**src/rtl/rr_burst_arb.sv**
```systemverilog
// Round-robin arbiter with burst-limited ownership: one owner at a time, released on
// last beat, burst cap or request withdrawal, with same-cycle re-arbitration on release.
module rr_burst_arb #(
    parameter int REQ_NUM     = 4,
    parameter int REQ_WIDTH   = 2,
    parameter int BURST_MAX   = 8,
    parameter int BURST_WIDTH = 4
) (
    input  logic                   clk,
    input  logic                   rst,
    input  logic [REQ_NUM-1:0]     req_i,
    input  logic                   beat_i,
    input  logic                   last_i,
    output logic [REQ_NUM-1:0]     grant_o,
    output logic [REQ_WIDTH-1:0]   grant_idx_o,
    output logic                   grant_vld_o,
    output logic [BURST_WIDTH-1:0] burst_cnt_o
);

    typedef enum logic {IDLE = 1'b0, BUSY = 1'b1} state_t;

    localparam logic [BURST_WIDTH-1:0] CAP     = BURST_WIDTH'(BURST_MAX - 1);
    localparam logic [REQ_WIDTH-1:0]   IDX_TOP = REQ_WIDTH'(REQ_NUM - 1);

    state_t               state;
    logic [REQ_WIDTH-1:0] ptr;
    logic [REQ_WIDTH-1:0] rel_ptr;
    logic [REQ_WIDTH-1:0] search_ptr;
    logic [REQ_WIDTH-1:0] win_idx;
    logic [REQ_WIDTH-1:0] cand;
    logic                 win_found;
    logic                 release_grant;
    int                   j;

    function automatic logic [REQ_NUM-1:0] onehot(input logic [REQ_WIDTH-1:0] idx);
        logic [REQ_NUM-1:0] v;
        v = '0;
        v[idx] = 1'b1;
        return v;
    endfunction

    // While busy, the search always starts just past the owner so that a release
    // re-arbitrates with the owner at lowest priority in the same cycle.
    always_comb begin
        rel_ptr    = (grant_idx_o == IDX_TOP) ? '0 : grant_idx_o + 1'b1;
        search_ptr = (state == BUSY) ? rel_ptr : ptr;
        win_found  = 1'b0;
        win_idx    = '0;
        j          = 0;
        cand       = '0;
        // Descending scan: the last hit written is the closest to search_ptr.
        for (int k = REQ_NUM - 1; k >= 0; k--) begin
            j    = (int'(search_ptr) + k) % REQ_NUM;
            cand = REQ_WIDTH'(j);
            if (req_i[cand]) begin
                win_found = 1'b1;
                win_idx   = cand;
            end
        end
        release_grant = (beat_i && (last_i || (burst_cnt_o == CAP)))
                      || (!beat_i && !req_i[grant_idx_o]);
    end

    always_ff @(posedge clk) begin
        if (rst) begin
            state       <= IDLE;
            ptr         <= '0;
            grant_o     <= '0;
            grant_idx_o <= '0;
            grant_vld_o <= 1'b0;
            burst_cnt_o <= '0;
        end else begin
            case (state)
                IDLE: begin
                    burst_cnt_o <= '0;
                    if (win_found) begin
                        state       <= BUSY;
                        grant_o     <= onehot(win_idx);
                        grant_idx_o <= win_idx;
                        grant_vld_o <= 1'b1;
                    end
                end
                BUSY: begin
                    if (release_grant) begin
                        ptr         <= rel_ptr;
                        burst_cnt_o <= '0;
                        if (win_found) begin
                            grant_o     <= onehot(win_idx);
                            grant_idx_o <= win_idx;
                        end else begin
                            state       <= IDLE;
                            grant_o     <= '0;
                            grant_vld_o <= 1'b0;
                        end
                    end else if (beat_i) begin
                        burst_cnt_o <= burst_cnt_o + 1'b1;
                    end
                end
                default: state <= IDLE;
            endcase
        end
    end

endmodule

```
**config.mk**
```make
export PLATFORM = sky130hd
export DESIGN_NAME = rr_burst_arb
export DESIGN_NICKNAME = d
export VERILOG_FILES = /design/src/rtl/rr_burst_arb.sv
export SDC_FILE = /design/constraint.sdc
export NUM_CORES = 1
export LEC_CHECK = 0
export CAP_MARGIN = 20
export CELL_PAD_IN_SITES_DETAIL_PLACEMENT = 0
export CELL_PAD_IN_SITES_GLOBAL_PLACEMENT = 2
export CORE_UTILIZATION = 29
export DETAILED_ROUTE_END_ITERATION = 10
export PLACE_DENSITY_LB_ADDON = 0.1
export SYNTH_ARGS = -nofsm -noshare
export SYNTH_HDL_FRONTEND = slang
export SYNTH_SLANG_ARGS = --single-unit
export TNS_END_PERCENT = 5
```
**constraint.sdc**
```tcl
create_clock -name clk -period 2.65 [get_ports clk]
set_input_delay 0.265 -clock clk [delete_from_list [all_inputs] [get_ports clk]]
set_output_delay 0.265 -clock clk [all_outputs]
set_load 0.02 [all_outputs]
```
==> results_dict.tcl, run 1 <==
set metrics [dict create \
    outcome "finished clean" \
    cts_resized 0 \
    wl_per_cell_um 13.6 \
    tns_ns 0 \
    drv_cap 0 \
    cp_max_fo 9 \
    port-buffer-count 18 \
    ir_drop_mv 0.284 \
    grt_pass1_wl_mm 2.95 \
    fill_cells 269 \
    syn_inst 86 \
    total_leakage_power_nw 0.401 \
    clk_pin_slew_worst_paths_ns 0.07 \
    cp_data_arrival_time_ns 2.27 \
    wl_mm 1.86 \
    track_usage_pct 13.9 \
    use_met3_pct 3.28 \
    powerDensity_nw_per_um2 486 \
    synth_top_area_share_pct 34.4 \
    drive_gt1_share_pct 11.2 \
    rsz0062_at_grt "no" \
    clockBufferDepth 2 \
    synth_cell_types 40 \
    ant_nets 0 \
    cts_setup_buffers 0 \
    dp_hpwl_mm 1.39 \
    crit_required_ns 2.85 \
    antenna_cells 0 \
    firstDrtPassIters 4 \
    setup_ws_ns 0.579 \
    grt_max_degree 15 \
    antenna_found_initial 0 \
    grt-busiest-layer "met2" \
    whs_ns 0.466 \
    synthArstFlopShare_pct 0 \
    clock_skew_ns 0.00619 \
    gp_congestion 0.658 \
    ys_top_cells_by_area "dfxtp_1, nand2b_1, nand3b_1, mux2i_1, mux4_1" \
    crit_chain "ha_1 -> mux2_2 -> and4_1 -> a311o_1 -> nand2b_1 -> o2bb2ai_2" \
    synth_most_common_cell "dfxtp_1" \
    synth_top_area_cell "dfxtp_1" \
    clock-root-buffer "clkbuf_4" \
    start_util_pct 31.7 \
    drt-initial-drc-count 17 \
    die-area_um2 3020 \
    cts.sinks 14 \
    cts_hold_buf 0 \
    fin_crit_ns 2.07 \
    vias_per_cell 5.29 \
    dieHeight_um 55.0 \
    post-place-ws_ns 0.409 \
    syn_to_final_growth_pct 30.3 \
    syn-num-nets 96 \
    worst_hold_path_type "reg2reg" \
    ff_latch_area_um2 280 \
    timing.critical_path.from_type "flop" \
    layout_worst_path_cycle_share_pct 78.1 \
    ys_warn_count 0 \
    grt_pass1_vias 681 \
    use_met2_pct 20.9 \
    hold_violations 0 \
    synth_edf_count 0 \
    vias 725 \
    fp.dieW_um 55.0 \
    synth.avg_cell_area_um2 9.47 \
    finish.utilization_pct 41.3 \
    worstSetupPathType "reg2reg" \
    relSlewSlack_pct 63.9 \
    synthTopCellsByCount "dfxtp_1, nand2_1, nand2b_1, nor2_1" \
    clk_latency_ns 0.27 \
    yosysSeqAreaShare_pct 34.4 \
    multiInputGateArea_um2 522 \
    synth_area_um2 815 \
    io_pins 19 \
    use_met1_pct 19.2 \
    critPathSlowestCell "dfxtp_1" \
    htree_levels 1 \
    synth_seq_cells 14 \
    cts_inserted_buffers 3 \
    slowest_delay_ns 0.51 \
    core_area_um2 2570 \
    worst_slew_pin_slew_ns 0.536 \
    nets 119 \
    post-route-drc-count 0 \
    cts_tree "yes" \
    end_kind "flop" \
    ys.flop_type "dfxtp_1" \
    setup_viol 0 \
    grt.overflow.total 0 \
    max_freq_mhz 483 \
    rows 18 \
    drv_slew 0 \
]
-- layout by cell type (no fill, tap or decap), types with 2 or more instances in the layout --
cell type        count
clkbuf_4             3
buf_4                2
nor3_1               4
mux2i_1              3
clkdlybuf4s50_1     18
ha_1                 2
a21oi_1              5
nand2_1              6
nand3_1              3
dfxtp_1             14
nand3b_1             5
nor2_1               6
nand2b_1             6
o2bb2ai_1            2
mux2_2               2
-- final cells by class --
cell class                      instances  share of cell area (%)
Inverter                                1                   0.354
Timing Repair Buffer                   20                    18.4
Multi-Input combinational cell         69                    49.2
Sequential cell                        14                    26.4
Clock buffer                            3                    2.12
Tap cell                               30                    3.54
-- metal layers --
layer  vias to the layer above  part of all wire [%]
met1                       332                    56
li1                        375                     -
met2                        16                    40
met3                         2                   3.9
met5                         -                     0
met4                         0                  0.64
-- final timing paths --
path,start,end,slack [ns],depth (start not counted)
max reg2reg,grant_idx_o[0],grant_o[3],0.58,6
max,grant_idx_o[0],grant_o[3],0.58,6
min reg2reg,grant_o[1],grant_o[1],0.47,1
min,grant_o[1],grant_o[1],0.47,1
-- power breakdown --
group | internal (mW) | switching [mW]
clock | 0.0525 | 0.0593
combinational | 0.0804 | 0.0768
sequential | 0.227 | 0.0197
-- registers in the layout (all words and copies together), names as in the netlist --
name,count
ptr,2
grant_o,4
burst_cnt_o,4
grant_vld_o,1
grant_idx_o,2
state,1
-- cells by family (layout without fill, tap and decap cells) --
kind of cell,after synthesis,after routing,share of synthesized area (%)
buffers and inverters,3,24,1.53
DFF,14,14,34.4
AOI/OAI and AO/OA,16,16,16.0
muxes,7,7,11.5
xor gates and xnor gates,2,2,2.15
and+or+nand+nor,42,42,31.3
adders and majority gates,2,2,3.07
-- through the flow --
stage	std cells	cell area, um2	total power, mW
after global routing	137	1060	0.552
after CTS	137	1060	0.523
after detailed placement	134	1040	0.409
after floorplan	86	815	0.346
final	137	1060	0.516
after global placement	134	1040	0.412
-- critical path: cells and delay by family (launching register included) --
| kind | cells | cell delay [ns] |
|---|---|---|
| mux | 1 | 0.30 |
| fa+ha+maj | 1 | 0.32 |
| flops | 1 | 0.51 |
| simple gates | 2 | 0.40 |
| compound gates | 2 | 0.49 |
No activity file was read; power rests on OpenSTA's default activity.
==> run 2, diff against run 1 <==
CORE_UTILIZATION = 26   (was 29)
clock period = 1.9 ns   (was 2.65 ns; I/O delays follow)
==> run 2 against run 1 <==
The flow now finishes with violations (DRC). Global-route usage is 0.26 points lower. Count of clock-buffer cells in the layout rose by 1. Die area rose by 11%. Combinational power increased by 91%. Critical endpoint is now grant_o[0].
==> results_dict.tcl, run 2 (synthesis results as in run 1) <==
set metrics [dict create \
    outcome "finished, violations left" \
    violations "DRC" \
    switching_share_pct 29.3 \
    internal_power_mw 0.602 \
    rows 19 \
    port-buffer-count 18 \
    cp_max_fo 5 \
    cts_tree "yes" \
    post-route-drc-count 2 \
    nets 143 \
    grt_max_degree 11 \
    worst_slew_pin_slew_ns 0.385 \
    clock-root-buffer "clkbuf_4" \
    end_kind "flop" \
    stdcell_area_um2 1310 \
    p_comb_share_pct 35.2 \
    drt-initial-drc-count 32 \
    clockBufferDepth 2 \
    dieHeight_um 58.0 \
    core_area_um2 2850 \
    cts_hold_buf 0 \
    fp.dieW_um 58.0 \
    start_util_pct 28.6 \
    gp_congestion 0.719 \
    max_freq_mhz 545 \
    wl_per_cell_um 13.2 \
    p_switching_mw 0.249 \
    dp_hpwl_mm 1.68 \
    relSlewSlack_pct 74.1 \
    powerDensity_nw_per_um2 652 \
    vias_per_cell 5.10 \
    seqPwrFrac_pct 40.0 \
    die-area_um2 3360 \
    io_pins 19 \
    antenna_cells 0 \
    rr_worst_depth 5 \
    track_usage_pct 13.7 \
    worst_hold_path_type "reg2reg" \
    worstSetupPathType "reg2reg" \
    ir_drop_mv 0.485 \
    vias 832 \
    cts_inserted_buffers 3 \
    placed_area_um2 1210 \
    r2r_end "grant_o[0]" \
    grt.overflow.total 0 \
    total_leakage_power_nw 0.529 \
    crit_required_ns 2.08 \
    ant_nets 0 \
    clk_pin_slew_worst_paths_ns 0.08 \
    p_total_mw 0.851 \
    clk_latency_ns 0.27 \
    timing.critical_path.from_type "flop" \
    finish.utilization_pct 45.8 \
    hold_violations 0 \
    cts.sinks 14 \
    layout_worst_path_cycle_share_pct 96.5 \
    drive_gt1_share_pct 37.1 \
    cp-startpoint "grant_idx_o[1]" \
    fin_crit_ns 1.83 \
    drv_cap 0 \
    clock_skew_ns 0.000846 \
    antenna_found_initial 0 \
    reg2reg_slack_ns 0.07 \
    reg2reg_from "grant_idx_o[1]" \
    rsz0062_at_grt "yes" \
    setup_viol 0 \
    firstDrtPassIters 7 \
    drv_slew 0 \
    power_frac_clock_pct 24.8 \
    htree_levels 1 \
    grt_pass1_vias 802 \
    critPathCapture "grant_o[0]" \
    wl_mm 2.16 \
    reg_top3 "burst_cnt_o: 4 flops, grant_o: 4 flops" \
    cp_data_arrival_time_ns 2.01 \
    final_cell_mix "buf_4, clkdlybuf4s50_1, dfxtp_1" \
    final_common_cell "buf_4" \
    grt_pass1_wl_mm 3.54 \
    syn_to_final_growth_pct 60.4 \
]
## run 2: changes by cell type in the layout (fill, tap and decap cells not counted), moves of 2 or more
cell | previous run | this run
ha_4 | 0 | 2
buf_4 | 2 | 26
dfxtp_2 | 0 | 4
dfxtp_1 | 14 | 9
ha_1 | 2 | 0
## run 2: metal layers
layer | wire [um] | share of wire (%) | GRT usage (%) | vias to the layer above
li1 | - | - | - | 419
met2 | 960 | 45 | 21.7 | 20
met3 | 137 | 6.4 | 4.69 | 2
met1 | 1050 | 49 | 18.3 | 391
met4 | 8 | 0.37 | 2.04 | 0
met5 | 0 | 0 | 0 | -
## run 2: power groups by stage
stage | registers (mW) | logic (mW) | clock network [mW]
6_report | 0.341 | 0.300 | 0.211
5_1_grt | 0.345 | 0.326 | 0.236
4_1_cts | 0.338 | 0.283 | 0.222
3_5_place_dp | 0.344 | 0.280 | 0
3_3_place_gp | 0.345 | 0.282 | 0
2_1_floorplan | 0.365 | 0.119 | 0
## run 2: cell type report
cell class / instances / area, um2
Timing Repair Buffer: 44 / 375
Multi-Input combinational cell: 69 / 563
Clock buffer: 4 / 36.3
Sequential cell: 14 / 289
Tap cell: 31 / 38.8
Inverter: 1 / 3.75
Fill cell: 297 / 1550
## run 2: repair_timing
action | in CTS | in global routing
gates resized for setup | 3 | 7
setup buffers | 0 | 2
endpoints found under the setup margin | 2 | 5
pin swaps | 1 | 3
## run 2: worst max-delay path, cell delays in order, from the launching register on
cell and delay [ns]:
dfxtp_4 0.40, ha_4 0.21, mux2_2 0.27, and4_1 0.20, a311o_1 0.39, a32o_1 0.27
## run 2: worst min path at each step
stage	startpoint	end	cells past startpoint
after floorplan	beat_i	burst_cnt_o[1]	2
after global placement	grant_o[0]	grant_o[0]	1
after detailed placement	grant_o[2]	grant_o[2]	1
after CTS	grant_o[2]	grant_o[2]	1
after global routing	grant_o[2]	grant_o[2]	1
final	grant_o[2]	grant_o[2]	1
## run 2: per-stage QoR
| stage | setup slack [ns] | hold slack (ns) | TNS [ns] | instances |
|---|---|---|---|---|
| finish | 0.0663 | 0.470 | 0 | 163 |
| global route | -0.0563 | 0.486 | -0.138 | 163 |
| CTS | 0.00194 | 0.475 | 0 | 161 |
| detailed placement | -0.209 | 0.457 | -1.15 | 157 |
| global placement | -0.269 | 0.457 | -1.51 | 157 |
| floorplan | 0.0131 | 0.369 | 0 | 86 |
==> run 3, diff against run 2 <==
TNS_END_PERCENT = unset   (was 5)
==> run 3 against run 2 <==
The run still ends with DRC left. Final cell count unchanged. Combinational power about the same. Non-clock buffer count unchanged. Sequential share of layout area unchanged. Die area unchanged. Register-to-register slack about the same. Critical endpoint unchanged.
==> results_dict.tcl, run 3 (synthesis results as in run 1) <==
set metrics [dict create \
    cts_hold_buf 0 \
    crit_buf_inv 0 \
    nets 143 \
    wl_per_cell_um 13.2 \
    drv_slew 0 \
    antenna_found_initial 0 \
    cp_data_arrival_time_ns 2.01 \
    htree_levels 1 \
    fin_crit_ns 1.83 \
    ir_drop_mv 0.485 \
    core_area_um2 2850 \
    grt_max_degree 11 \
    clk_latency_ns 0.27 \
    p_total_mw 0.851 \
    io_pins 19 \
    worstSetupPathType "reg2reg" \
    powerDensity_nw_per_um2 652 \
    vias 832 \
    crit_required_ns 2.08 \
    slowest_delay_ns 0.40 \
    setup_viol 0 \
    clock-root-buffer "clkbuf_4" \
    drive_gt1_share_pct 37.1 \
    max_freq_mhz 545 \
    end_kind "flop" \
    outcome "finished, violations left" \
    dp_hpwl_mm 1.68 \
    place_inst 157 \
    final_cell_mix "buf_4, clkdlybuf4s50_1, dfxtp_1" \
    drt-initial-drc-count 32 \
    drv_cap 0 \
    critPathSlowestCell "dfxtp_4" \
    port-buffer-count 18 \
    cts_tree "yes" \
    worst_hold_path_type "reg2reg" \
    relSlewSlack_pct 74.1 \
    rsz0062_at_grt "yes" \
    violations "DRC" \
    cp_max_fo 5 \
    syn_to_final_growth_pct 60.4 \
    post-place-ws_ns -0.209 \
    total_leakage_power_nw 0.529 \
    dieHeight_um 58.0 \
    track_usage_pct 13.7 \
    grt_pass1_vias 802 \
    worst_slew_pin_slew_ns 0.385 \
    post-route-drc-count 2 \
    die-area_um2 3360 \
    fill_cells 297 \
    timing.critical_path.from_type "flop" \
    hold_violations 0 \
    cts_inserted_buffers 3 \
    antenna_cells 0 \
    setup_ws_ns 0.0663 \
    ant_nets 0 \
    clk_pin_slew_worst_paths_ns 0.08 \
    cts.sinks 14 \
    wl_mm 2.16 \
    vias_per_cell 5.10 \
    start_util_pct 28.6 \
    grt.overflow.total 0 \
    reg_top3 "burst_cnt_o: 4 flops, grant_o: 4 flops" \
    fp.dieW_um 58.0 \
    final_cell_count_no_fill 163 \
    layout_worst_path_cycle_share_pct 96.5 \
    clockBufferDepth 2 \
    final_common_cell "buf_4" \
    rows 19 \
    clock_skew_ns 0.000846 \
    crit_family "compound AO/OA/AOI/OAI gates" \
    grt_pass1_wl_mm 3.54 \
    firstDrtPassIters 7 \
    gp_congestion 0.719 \
    crit_chain "ha_4 -> mux2_2 -> and4_1 -> a311o_1 -> a32o_1" \
]
-- run 3: worst reg2reg max path, cell delays in order, from the launching register on --
cell     delay [ns]
dfxtp_4        0.40
ha_4           0.21
mux2_2         0.28
and4_1         0.20
a311o_1        0.39
a32o_1         0.27
-- run 3: worst paths after layout --
kind | start | endpoint | slack [ns] | depth (start not counted)
min | grant_o[2] | grant_o[2] | 0.47 | 1
max reg2reg | grant_idx_o[1] | grant_o[0] | 0.07 | 5
max | grant_idx_o[1] | grant_o[0] | 0.07 | 5
min reg2reg | grant_o[2] | grant_o[2] | 0.47 | 1
-- run 3: repair_timing --
item                       CTS  global route
setup buffers                0             2
gates resized for setup      3             7
setup endpoints to repair    2             5
pin swaps                    1             3
-- run 3: per-layer routing --
layer	global-route usage (%)	share of wire, %	vias up
met4	2.04	0.37	0
met3	4.69	6.4	2
met2	21.7	45	20
li1	-	-	419
met1	18.3	49	391
met5	0	0	-
-- run 3: area by class of cell --
class | count | area, um2 | area share, %
tap | 31 | 38.8 | 2.97
inverter | 1 | 3.75 | 0.287
sequential | 14 | 289 | 22.1
multi-input combinational | 69 | 563 | 43.1
timing repair buffer | 44 | 375 | 28.7
clock buffer | 4 | 36.3 | 2.78
-- run 3: power by group --
part | internal (mW) | switching [mW]
Combinational | 0.167 | 0.133
Sequential | 0.318 | 0.0224
Clock | 0.117 | 0.0942
-- run 3: per-stage QoR --
step | setup TNS (ns) | utilization, % | area [um2] | hold WS, ns
floorplan | 0 | - | 820 | 0.369
global placement | -1.51 | 42.4 | 1210 | 0.457
detailed placement | -1.15 | 42.4 | 1210 | 0.457
CTS | 0 | 43.9 | 1250 | 0.475
global route | -0.138 | 45.8 | 1310 | 0.486
finish | 0 | 45.8 | 1310 | 0.470
